===== src/rtl/spi_rom_reader.sv =====
// rtl/spi_rom_reader.sv - SPI mode-0 initiator reading one word from the SPI ROM responder
module spi_rom_reader #(
  parameter int CLK_DIV = 2,
  parameter int ADDR_W  = 5,
  parameter int DATA_W  = 16
) (
  input  logic              clk,
  input  logic              rst_n,
  input  logic              start,
  input  logic [ADDR_W-1:0] addr_i,
  output logic [DATA_W-1:0] rdata_o,
  output logic              done,
  output logic              busy,
  output logic              sck,
  output logic              cs_n,
  output logic              mosi,
  input  logic              miso
);

  // One dummy edge, ADDR_W address edges, one memory-read edge, DATA_W data edges.
  localparam int NEDGE = 2 + ADDR_W + DATA_W;
  // Phases inside XFER: a leading low phase, then a high and a low phase per edge.
  // Together with SETUP this keeps cs_n low for (2*NEDGE+2)*CLK_DIV cycles.
  localparam int NPH   = 2 * NEDGE + 1;
  localparam int DW    = (CLK_DIV > 1) ? $clog2(CLK_DIV) : 1;
  localparam int PW    = $clog2(NPH + 1);

  typedef enum logic [1:0] {IDLE, SETUP, XFER, GAP} state_t;

  state_t            state_q, state_d;
  logic [DW-1:0]     div_q;
  logic [PW-1:0]     ph_q;
  logic [ADDR_W-1:0] tx_q;
  logic [DATA_W-1:0] rx_q;
  logic [DATA_W-1:0] rdata_q;
  logic              mosi_q;
  logic              done_q;
  logic              load;
  logic              xfer_end;
  logic              phase_end;
  logic              last_ph;
  logic              fall;
  logic [PW-1:0]     edge_k;

  assign phase_end = (div_q == DW'(CLK_DIV - 1));
  assign last_ph   = (ph_q == PW'(NPH - 1));
  // Odd phases are sck high; edge number k owns phase 2k-1.
  assign edge_k    = (ph_q >> 1) + PW'(1);
  assign fall      = (state_q == XFER) && phase_end && ph_q[0];

  assign sck     = (state_q == XFER) && ph_q[0];
  assign cs_n    = !((state_q == SETUP) || (state_q == XFER));
  assign busy    = (state_q != IDLE);
  assign mosi    = mosi_q;
  assign done    = done_q;
  assign rdata_o = rdata_q;

  // State register.
  always_ff @(posedge clk or negedge rst_n) begin
    if (!rst_n) state_q <= IDLE;
    else        state_q <= state_d;
  end

  // Next-state logic; start is only looked at in IDLE.
  always_comb begin
    state_d  = state_q;
    load     = 1'b0;
    xfer_end = 1'b0;
    case (state_q)
      IDLE: begin
        if (start) begin
          state_d = SETUP;
          load    = 1'b1;
        end
      end
      SETUP: begin
        if (phase_end) state_d = XFER;
      end
      XFER: begin
        if (phase_end && last_ph) begin
          state_d  = GAP;
          xfer_end = 1'b1;
        end
      end
      GAP: begin
        if (phase_end) state_d = IDLE;
      end
      default: state_d = IDLE;
    endcase
  end

  // Clock divider and sck phase counter, parked at zero while idle.
  always_ff @(posedge clk or negedge rst_n) begin
    if (!rst_n) begin
      div_q <= '0;
      ph_q  <= '0;
    end else if (state_q == IDLE) begin
      div_q <= '0;
      ph_q  <= '0;
    end else if (phase_end) begin
      div_q <= '0;
      if ((state_q == XFER) && !last_ph) ph_q <= ph_q + PW'(1);
      else                               ph_q <= '0;
    end else begin
      div_q <= div_q + DW'(1);
    end
  end

  // Serialise the address and deserialise the data on sck falling transitions.
  always_ff @(posedge clk or negedge rst_n) begin
    if (!rst_n) begin
      tx_q   <= '0;
      rx_q   <= '0;
      mosi_q <= 1'b0;
    end else if (load) begin
      tx_q   <= addr_i;
      mosi_q <= 1'b0;
    end else if (fall) begin
      if (edge_k <= PW'(ADDR_W)) begin
        mosi_q <= tx_q[ADDR_W-1];
        tx_q   <= tx_q << 1;
      end else begin
        mosi_q <= 1'b0;
      end
      if ((edge_k >= PW'(ADDR_W + 3)) && (edge_k <= PW'(NEDGE)))
        rx_q <= {rx_q[DATA_W-2:0], miso};
    end
  end

  // Publish the received word with a single-cycle done.
  always_ff @(posedge clk or negedge rst_n) begin
    if (!rst_n) begin
      done_q  <= 1'b0;
      rdata_q <= '0;
    end else begin
      done_q <= xfer_end;
      if (xfer_end) rdata_q <= rx_q;
    end
  end

endmodule


===== config.mk =====
export PLATFORM = sky130hd
export DESIGN_NAME = spi_rom_reader
export DESIGN_NICKNAME = d
export VERILOG_FILES = /design/src/rtl/spi_rom_reader.sv
export SDC_FILE = /design/constraint.sdc
export NUM_CORES = 1
export LEC_CHECK = 0
export BUFFER_PORTS_ARGS = -buffer_cell sky130_fd_sc_hd__buf_2
export CORE_MARGIN = 2
export CORE_UTILIZATION = 33
export CTS_BUF_LIST = sky130_fd_sc_hd__clkbuf_16
export DETAILED_ROUTE_END_ITERATION = 8
export GPL_ROUTABILITY_DRIVEN = 0
export PLACE_DENSITY = 0.58
export SETUP_SLACK_MARGIN = 0.5
export SYNTH_ARGS = -nofsm -noshare
export SYNTH_HDL_FRONTEND = slang
export SYNTH_SLANG_ARGS = --single-unit
export TNS_END_PERCENT = 1

===== constraint.sdc =====
create_clock -name clk -period 2.5 [get_ports clk]
set_input_delay 0.125 -clock clk [delete_from_list [all_inputs] [get_ports clk]]
set_output_delay 0.125 -clock clk [all_outputs]
set_load 0.1 [all_outputs]

==> impl_metrics.yaml <==
finish:
  area_delta_synth_final_pct: 18.9
  final_layout_size_suffix_gt1_share_pct: 41.5
  final_design_area_no_fill_um2: 2630
  finish.cell_count_without_fillers: 277
  final_util_pct: 41.0
  n_antenna_cell: 0
  fillerInstances: 612
  final_nets: 216
synthesis:
  synth_area_um2: 2210
  syn_avg_cell_area_um2: 13.6
  largest_cells_by_area_after_synthesis: "dfrtp_1 (54%), mux2_4 (13%), mux2_2 (6.6%)"
  synth.ff_latch_count: 48
  post_synthesis_instance_total: 163
  dominantRegCellSynth: "dfrtp_1"
  synth.distinct_cells: 42
  synth.net_count: 179
  yosys.area.top_type: "dfrtp_1"
  synth_enable_flop_cells: 0
  async_reset_ff_share_pct: 100
  synth_most_common_cell: "dfrtp_1"
  synth.yosys.seq_area_share_pct: 54.2
  yosys_warnings: 0
  synthTopCellsByCount: "dfrtp_1 (48), mux2_4 (19), mux2_2 (13)"
  top_cell_type_s_share_of_synthesized_area_pct: 54.2
clock_tree:
  numCtsBuffers: 5
  clock_latency_on_the_worst_skew_pair_ps: 280
  num_clock_sinks: 48
  clk_pin_slew_ps: 60
  cts.htree.levels: 2
  cts.root.buffer_cell: "clkbuf_16"
  cts_tree: "yes"
  cts_max_path_buffers: 2
route:
  detailedRoute.firstPassIterationCount: 5
  wl_um: 3970
  detail_route.iter0.violations: 140
  drc_errors: 0
  detailroute.via_count: 1342
  routed_wire_length_per_instance_um: 14.3
  drtAntennaViolNets: 0
  vias_per_cell: 4.84
placement:
  port-buffer-count: 29
  place.detailed.instances: 266
  detailed_place_hpwl_um: 2800
  dp_slack_ps: 479
  dpl-instance-area_um2: 2440
global_routing:
  global_route.overflow_total: 0
  antenna_found_initial: 0
  grt_start_max_net_pins: 29
  grt_usage_pct: 11.8
  first_global_vias: 1362
  grt_first_pass_wirelength_um: 6840
critical_path:
  worstSetupEndpointType: "output port"
  path_class: "register to output port"
  cp_max_fo: 7
  crit_required_ps: 2380
  crit_arrival_ps: 1760
  startpoint_types: "register"
floorplanning:
  dieWidth_um: 85.9
  initial_utilization_pct: 34.5
  row_count: 29
  design.portCount: 30
  die_height_um: 85.9
  die_area_um2: 7380
  floorplan.core_area_um2: 6420
pwr:
  leakage_nw: 1.36
  finalPower_mw: 1.44
  vdd_ir_drop_max_mv: 0.238
  power_density_of_the_placed_cells_nw_per_um2: 549
timing:
  slew_headroom_pct: 58.5
  layout_setup_ws_ps: 615
  setup_repair_after_global_routing_missed_its_margin: "no"
  timing.final.crit_period_ps: 1880
  clock-skew-final_ps: 2.04
  fmaxAchievable_mhz: 531
  worst-slew-pin-transition_ps: 623
  report.final.hold_viol_count: 0
  setup_violations: 0
  totalNegativeSetupSlack_ps: 0
  layout_worst_path_cycle_share_pct: 75.4
  final-max-slew-violation-count: 0
  timing.hold.ws_ps: 71.4
min_path:
  hold_path_class: "primary input to register"
status:
  run_status: "complete, no violations"
flow_run:
  maxCapViolations: 0
-- routing by layer --
layer / part of all wire [%] / track usage (%) / up-vias
met4: 1.9 / 5.19 / 0
met1: 48 / 15.9 / 659
li1: - / - / 654
met5: 0 / 0 / -
met3: 4.2 / 3.08 / 6
met2: 46 / 17.8 / 23
-- state kept, by name (all words and copies together), names as in the netlist --
| signal | cells |
|---|---|
| div_q | 1 |
| done | 1 |
| mosi | 1 |
| ph_q | 6 |
| rdata_o | 16 |
| rx_q | 16 |
| state_q | 2 |
| tx_q | 5 |
-- logic make-up (layout without fill, tap and decap cells) --
| logic type | count (synthesis) | after routing | synth area share, % |
|---|---|---|---|
| adders and majority gates | 7 | 7 | 3.95 |
| buffers and inverters | 12 | 49 | 3.28 |
| AOI/OAI and AO/OA | 21 | 21 | 6.33 |
| xor gates and xnor gates | 1 | 1 | 0.396 |
| muxes | 37 | 37 | 21.8 |
| and+or+nand+nor | 37 | 37 | 10.1 |
| DFF | 48 | 48 | 54.2 |
-- path summary, 6_finish.rpt --
| path | startpoint | endpoint | slack [ps] | cells past startpoint |
|---|---|---|---|---|
| worst min-delay path | miso | rx_q[0]$_DFFE_PN0P_ | 70 | 2 |
| max in group asynchronous | rst_n | rx_q[15]$_DFFE_PN0P_ | 1390 | 3 |
| worst max register to register | ph_q[0]$_DFFE_PN0N_ | rdata_o[9]$_DFFE_PN0P_ | 680 | 7 |
| worst min register to register | rdata_o[6]$_DFFE_PN0P_ | rdata_o[6]$_DFFE_PN0P_ | 500 | 1 |
| worst max-delay path | state_q[0]$_DFFE_PN0P_ | sck | 620 | 5 |
| min in group asynchronous | rst_n | state_q[0]$_DFFE_PN0P_ | 390 | 2 |
-- layout make-up --
cell class | instances | area, um2 | share of cell area, %
clock inverters | 2 | 12.5 | 0.475
repair buffers | 37 | 220 | 8.37
inverters | 5 | 22.5 | 0.856
well taps | 77 | 96.3 | 3.66
multi-input cells | 103 | 955 | 36.3
clock buffers | 5 | 125 | 4.75
flip-flops and latches | 48 | 1200 | 45.6
-- critical path, stage by stage (launching register included) --
cell and delay (ps):
dfrtp_1 410, inv_1 120, ha_1 220, buf_4 180, and2_1 130, buf_2 420
-- report_power, final --
group / switching [mW] / internal (mW)
sequential: 0.00298 / 0.781
combinational: 0.0177 / 0.00937
clock: 0.271 / 0.363
-- cell usage in the layout, fill, tap and decap left out, drive strengths merged, types with 2 or more instances in the layout --
cell	instances
dfrtp	48
buf	36
mux2	32
nor2	10
a21oi	8
ha	7
nand3	6
mux2i	5
clkbuf	5
inv	4
nand2	4
o21ai	3
nand2b	3
clkinvlp	2
nand4	2
nor2b	2
a31oi	2
or3	2
-- timing repair --
| item | 4_1_cts | 5_1_grt |
|---|---|---|
| gates resized for setup | 1 | 0 |
| cloned | 0 | 0 |
| hold buffers | 1 | 0 |
| setup endpoints to repair | 16 | 11 |
| pin swaps | 0 | 1 |
| endpoints found under the hold margin | 27 | 0 |
| setup buffers | 0 | 3 |
No activity file was read; power rests on OpenSTA's default activity.
